`src/rtl/rf_wb_scheduler.sv`:
```
// Register-file write-port scheduler: arbitrates WB, LSU and MDU writes through one
// output register, and tracks pending long-latency destinations for RAW/WAW hazards.
module rf_wb_scheduler #(
   parameter int DATA_W = 32,
   parameter int ADDR_W = 5
) (
   input  logic              clk,
   input  logic              rst,
   input  logic              wb_valid,
   input  logic [ADDR_W-1:0] wb_rd,
   input  logic [DATA_W-1:0] wb_data,
   input  logic              lsu_valid,
   input  logic [ADDR_W-1:0] lsu_rd,
   input  logic [DATA_W-1:0] lsu_data,
   output logic              lsu_ready,
   input  logic              mdu_valid,
   input  logic [ADDR_W-1:0] mdu_rd,
   input  logic [DATA_W-1:0] mdu_data,
   output logic              mdu_ready,
   input  logic              issue_valid,
   input  logic [ADDR_W-1:0] issue_rd,
   output logic              issue_ready,
   input  logic [ADDR_W-1:0] rs1_addr,
   input  logic [ADDR_W-1:0] rs2_addr,
   output logic              rs_stall,
   output logic              rf_we,
   output logic [ADDR_W-1:0] rf_waddr,
   output logic [DATA_W-1:0] rf_wdata,
   output logic              sb_err
);

   localparam int NREG = 1 << ADDR_W;

   typedef enum logic {RR_LSU = 1'b0, RR_MDU = 1'b1} rr_t;

   rr_t               rr_reg, rr_next;
   logic              we_reg, we_next;
   logic              long_reg, long_next;
   logic [ADDR_W-1:0] waddr_reg, waddr_next;
   logic [DATA_W-1:0] wdata_reg, wdata_next;
   logic [NREG-1:0]   pending_reg, pending_next;
   logic              sb_err_reg, sb_err_next;

   logic wb_eff, lsu_eff, mdu_eff;
   logic grant_lsu, grant_mdu;
   logic issue_fire;

   // rd=0 requests are no-ops: they never compete for the write slot
   assign wb_eff  = wb_valid  && (wb_rd  != '0);
   assign lsu_eff = lsu_valid && (lsu_rd != '0);
   assign mdu_eff = mdu_valid && (mdu_rd != '0);

   assign grant_lsu = !wb_eff && lsu_eff && (!mdu_eff || rr_reg == RR_LSU);
   assign grant_mdu = !wb_eff && mdu_eff && (!lsu_eff || rr_reg == RR_MDU);

   assign lsu_ready = grant_lsu || (lsu_valid && lsu_rd == '0);
   assign mdu_ready = grant_mdu || (mdu_valid && mdu_rd == '0);

   assign issue_ready = (issue_rd == '0) || !pending_reg[issue_rd];
   assign issue_fire  = issue_valid && issue_ready && (issue_rd != '0);

   assign rs_stall = ((rs1_addr != '0) && pending_reg[rs1_addr]) ||
                     ((rs2_addr != '0) && pending_reg[rs2_addr]);

   always_comb begin
      rr_next     = rr_reg;
      we_next     = 1'b0;
      long_next   = 1'b0;
      waddr_next  = waddr_reg;
      wdata_next  = wdata_reg;
      sb_err_next = sb_err_reg || (wb_eff && pending_reg[wb_rd]);
      if (wb_eff) begin
         we_next    = 1'b1;
         waddr_next = wb_rd;
         wdata_next = wb_data;
      end else if (grant_lsu) begin
         we_next    = 1'b1;
         long_next  = 1'b1;
         waddr_next = lsu_rd;
         wdata_next = lsu_data;
         rr_next    = RR_MDU;
      end else if (grant_mdu) begin
         we_next    = 1'b1;
         long_next  = 1'b1;
         waddr_next = mdu_rd;
         wdata_next = mdu_data;
         rr_next    = RR_LSU;
      end
   end

   // Clear happens while the long-latency write sits in the output register,
   // so stall covers the cycle before the register file commits.
   assign pending_next[0] = 1'b0;
   generate
      for (genvar gi = 1; gi < NREG; gi++) begin : g_pending
         logic set_bit, clr_bit;
         assign set_bit = issue_fire && (issue_rd == ADDR_W'(gi));
         assign clr_bit = we_reg && long_reg && (waddr_reg == ADDR_W'(gi));
         assign pending_next[gi] = set_bit || (pending_reg[gi] && !clr_bit);
      end
   endgenerate

   always_ff @(posedge clk) begin
      if (rst) begin
         rr_reg      <= RR_LSU;
         we_reg      <= 1'b0;
         long_reg    <= 1'b0;
         waddr_reg   <= '0;
         wdata_reg   <= '0;
         pending_reg <= '0;
         sb_err_reg  <= 1'b0;
      end else begin
         rr_reg      <= rr_next;
         we_reg      <= we_next;
         long_reg    <= long_next;
         waddr_reg   <= waddr_next;
         wdata_reg   <= wdata_next;
         pending_reg <= pending_next;
         sb_err_reg  <= sb_err_next;
      end
   end

   assign rf_we    = we_reg;
   assign rf_waddr = waddr_reg;
   assign rf_wdata = wdata_reg;
   assign sb_err   = sb_err_reg;

endmodule

```
`config.mk`:
```
export PLATFORM = sky130hd
export DESIGN_NAME = rf_wb_scheduler
export DESIGN_NICKNAME = d
export VERILOG_FILES = /design/src/rtl/rf_wb_scheduler.sv
export SDC_FILE = /design/constraint.sdc
export NUM_CORES = 1
export LEC_CHECK = 0
export CAP_MARGIN = 20
export CORE_MARGIN = 2
export CORE_UTILIZATION = 45
export CTS_BUF_LIST = sky130_fd_sc_hd__clkbuf_4 sky130_fd_sc_hd__clkbuf_8
export DETAILED_ROUTE_END_ITERATION = 12
export GPL_ROUTABILITY_DRIVEN = 1
export PLACE_DENSITY = 0.85
export SLEW_MARGIN = 20
export SYNTH_ARGS = -nofsm -noshare
export SYNTH_HDL_FRONTEND = slang
export SYNTH_SLANG_ARGS = --single-unit
```
`constraint.sdc`:
```
create_clock -name clk -period 2.8 [get_ports clk]
set_input_delay 0.56 -clock clk [delete_from_list [all_inputs] [get_ports clk]]
set_output_delay 0.56 -clock clk [all_outputs]
set_load 0.05 [all_outputs]
```
==> metrics <==
status=finished clean; slew margin rel.=0.4526; HP Start=rf_wdata[2]; Rows=36; largest net degree at the start of global routing=41; Num CTS Buffers=9; clock share of power=0.280; clk sinks=72; Combinational Power Share=0.317; Boundary Pins=175; synthesized area per cell=9.661 um2; worst vdd ir=240.3 uV; die width=105.3 um; Post-Layout Inst Area=6958 um2; DR DRC count=0; die area=11090 um2; Slew @ Worst Pin=0.8211 ns; main flop type after synthesis=dfxtp_1; layout cells sized above 1=0.1949; Tcrit/Tclk final=0.9739; Crit. End Element=output pin; fmax=0.3667 GHz; worst r2r src=pending_reg[1]; Hold WC Path Type=reg -> reg; Pint=1897 uW; switching pwr=887.6 uW; IO buf count=174; vias per inst=6.373; area of the core=9864 um2; Cells after Synth=478; slowest CP cell=mux4_2; diodes inserted=0; number of flops mapped to enable cells by yosys=0; Syn Nets=610; GP Congestion=0.9755; first-pass GRT wire length=26860 um; clk slew on worst S/H paths=0.07 ns; CP Class=in -> out; Hold EP=rf_wdata[2]; cell leakage power=0.002543 uW; CP arrival=2.17 ns; Total Power=2784 uW; register bit total from synthesis=72; Detail Route Antenna Nets=0; detailed router's first-iteration violation count=343; Area growth, synth to finish=50.66%; Tmin final=2.727 ns; synthesized cell area=4618 um2; H-tree levels=3; reg2reg end=pending_reg[9]; FF-to-FF setup slack=0.68 ns; clk_lat worst skew=0.35 ns; synth warn=0; 1st-pass router iterations=5; asr flop ratio synth=0; Slew Viols, Final=0; Cell Chain, Critical Path=buf_6 -> buf_12 -> mux4_2 -> mux4_2 -> mux2i_2 -> nand2_2 -> buf_8; Initial Util=0.4682; Largest register FFs=32; initial antenna violation count=0; post-synthesis sequential area ratio=0.3121; Critical Path Fanout Max=8; RSZ-0062 raised after global routing=false; Worst setup SP type=input port; final WL=17490 um; hold depth=2; clk root buf=clkbuf_8; worst path required time=2.24 ns; final hold vios=0; crit-path most repeated cell=mux4_2; Nets=802; total grt overflow=0; Final setup viols=0; Die Ht=105.3 um; number of global-route vias before repair=5146; Global Route Usage Sum=0.3071; Max-cap violations=0; Cell variety after synth=59; CTS tree=yes; Placed Area=6698 um2; Sw Ratio=0.3188; Max Clock Skew=0.008722 ns; WL/cell=21.72 um; Detail Placement HPWL=13080 um; clock buffer depth=2; detailed-route via count=5130; Worst Reg-to-Reg Cells=6; fill count=705; pwr dens=400.1 nW/um2; Flop pwr share=0.404; crit-path max cell delay=0.49 ns
-- cell families after synthesis --
| group | after synthesis | synth area share |
|---|---|---|
| buffers and inverters | 48 | 0.05283 |
| flip-flops | 72 | 0.3121 |
| multiplexers | 56 | 0.2035 |
| AND/OR/NAND/NOR | 119 | 0.1512 |
| AO/OA/AOI/OAI | 183 | 0.2804 |
-- critical path: cells and delay by family --
kind	cells	cell delay, ns
multiplexers	3	1.17
buffers and inverters	3	0.35
AND/OR/NAND/NOR	1	0.08
-- cell type report --
cell class | count | area [um2] | share of cell area
Multi-Input combinational cell | 358 | 2974 | 0.4274
Timing Repair Buffer | 225 | 2182 | 0.3136
Sequential cell | 72 | 1441 | 0.2072
Clock buffer | 13 | 178.9 | 0.02571
Tap cell | 133 | 166.4 | 0.02392
Inverter | 4 | 15.01 | 0.002158
-- metrics by stage --
stage | std cells | TNS, ns | setup slack, ns | utilization | hold WS (ns)
4_1_cts | 802 | 0 | 0.0004656 | 0.6990 | 0.4956
3_3_place_gp | 787 | -0.9650 | -0.3716 | 0.6790 | 0.4707
5_1_grt | 805 | 0 | 0.01858 | 0.7054 | 0.5141
2_1_floorplan | 478 | 0 | 0.03948 | - | 0.4917
6_report | 805 | 0 | 0.07298 | 0.7054 | 0.4938
3_5_place_dp | 787 | -1.798 | -0.4049 | 0.6790 | 0.4827
-- worst max-delay path by stage --
stage                     slack, ns        start        end  cells after the start
after detailed placement      -0.40  rs2_addr[0]   rs_stall                      7
after global routing           0.02    lsu_rd[0]  lsu_ready                      7
after global placement        -0.37  rs2_addr[0]   rs_stall                      7
after floorplan                0.04     wb_rd[2]  lsu_ready                      6
final                          0.07  rs2_addr[0]   rs_stall                      7
after CTS                    0.0005    mdu_rd[4]  lsu_ready                      6
-- per-layer routing --
layer  GRT usage  share of wire  vias up
li1            -              -     2264
met1      0.3627           0.37     2466
met2      0.5230           0.48      324
met3     0.06926          0.095       76
met4      0.1524          0.047        0
met5           0              0        -
-- power groups by stage --
stage | logic (uW) | registers, uW | clock network, uW
floorplan | 284 | 1300 | 0
global placement | 850 | 1140 | 0
detailed placement | 862 | 1140 | 0
CTS | 867 | 1120 | 778
global route | 923 | 1130 | 825
finish | 881 | 1120 | 778
-- cell usage after synthesis (all sizes together), types with 2 or more instances --
| cell type | n | area (um2) |
|---|---|---|
| a2111oi | 2 | 42.54 |
| a211oi | 2 | 15.01 |
| a21oi | 15 | 75.07 |
| a22o | 2 | 17.52 |
| a22oi | 40 | 300.3 |
| a31o | 9 | 78.83 |
| a31oi | 4 | 40.04 |
| and3 | 3 | 18.77 |
| buf | 24 | 153.9 |
| clkbuf | 20 | 75.07 |
| dfxtp | 72 | 1441 |
| inv | 4 | 15.02 |
| mux2 | 3 | 33.78 |
| mux2i | 23 | 230.2 |
| mux4 | 30 | 675.7 |
| nand2 | 17 | 63.81 |
| nand2b | 4 | 25.02 |
| nand3 | 13 | 65.06 |
| nand3b | 13 | 97.59 |
| nor2 | 17 | 63.81 |
| nor2b | 35 | 219.0 |
| nor3 | 3 | 20.02 |
| o211ai | 2 | 20.02 |
| o21ai | 47 | 239.0 |
| o22ai | 12 | 75.07 |
| o31ai | 31 | 232.7 |
| o41ai | 10 | 95.10 |
| or2 | 2 | 12.52 |
| or3 | 3 | 18.77 |
-- cell usage in the layout, fill, tap and decap left out, types with 4 or more instances in the layout --
master,Yosys,layout
a21oi_1,15,15
a22oi_1,40,40
a31o_2,6,6
buf_12,0,5
buf_4,4,46
buf_6,4,4
clkbuf_8,0,13
clkdlybuf4s50_1,0,157
dfxtp_1,72,72
dlygate4sd2_1,0,4
dlymetal6s2s_1,0,4
mux2i_1,23,22
mux4_2,30,30
nand2_1,17,15
nand2b_1,4,4
nand3_1,13,13
nand3b_1,13,13
nor2_1,17,17
nor2b_1,35,35
o21ai_0,32,31
o21ai_1,14,14
o22ai_1,12,12
o31ai_1,31,31
o41ai_1,9,9
-- timing repair --
action | CTS | global route
setup buffers | 1 | 3
resized for setup | 20 | 18
hold buffers | 0 | 0
pin swaps | 3 | 5
endpoints found under the setup margin | 2 | 4
cloned | 1 | 0
Note: power is estimated with default switching activity, not from simulation.
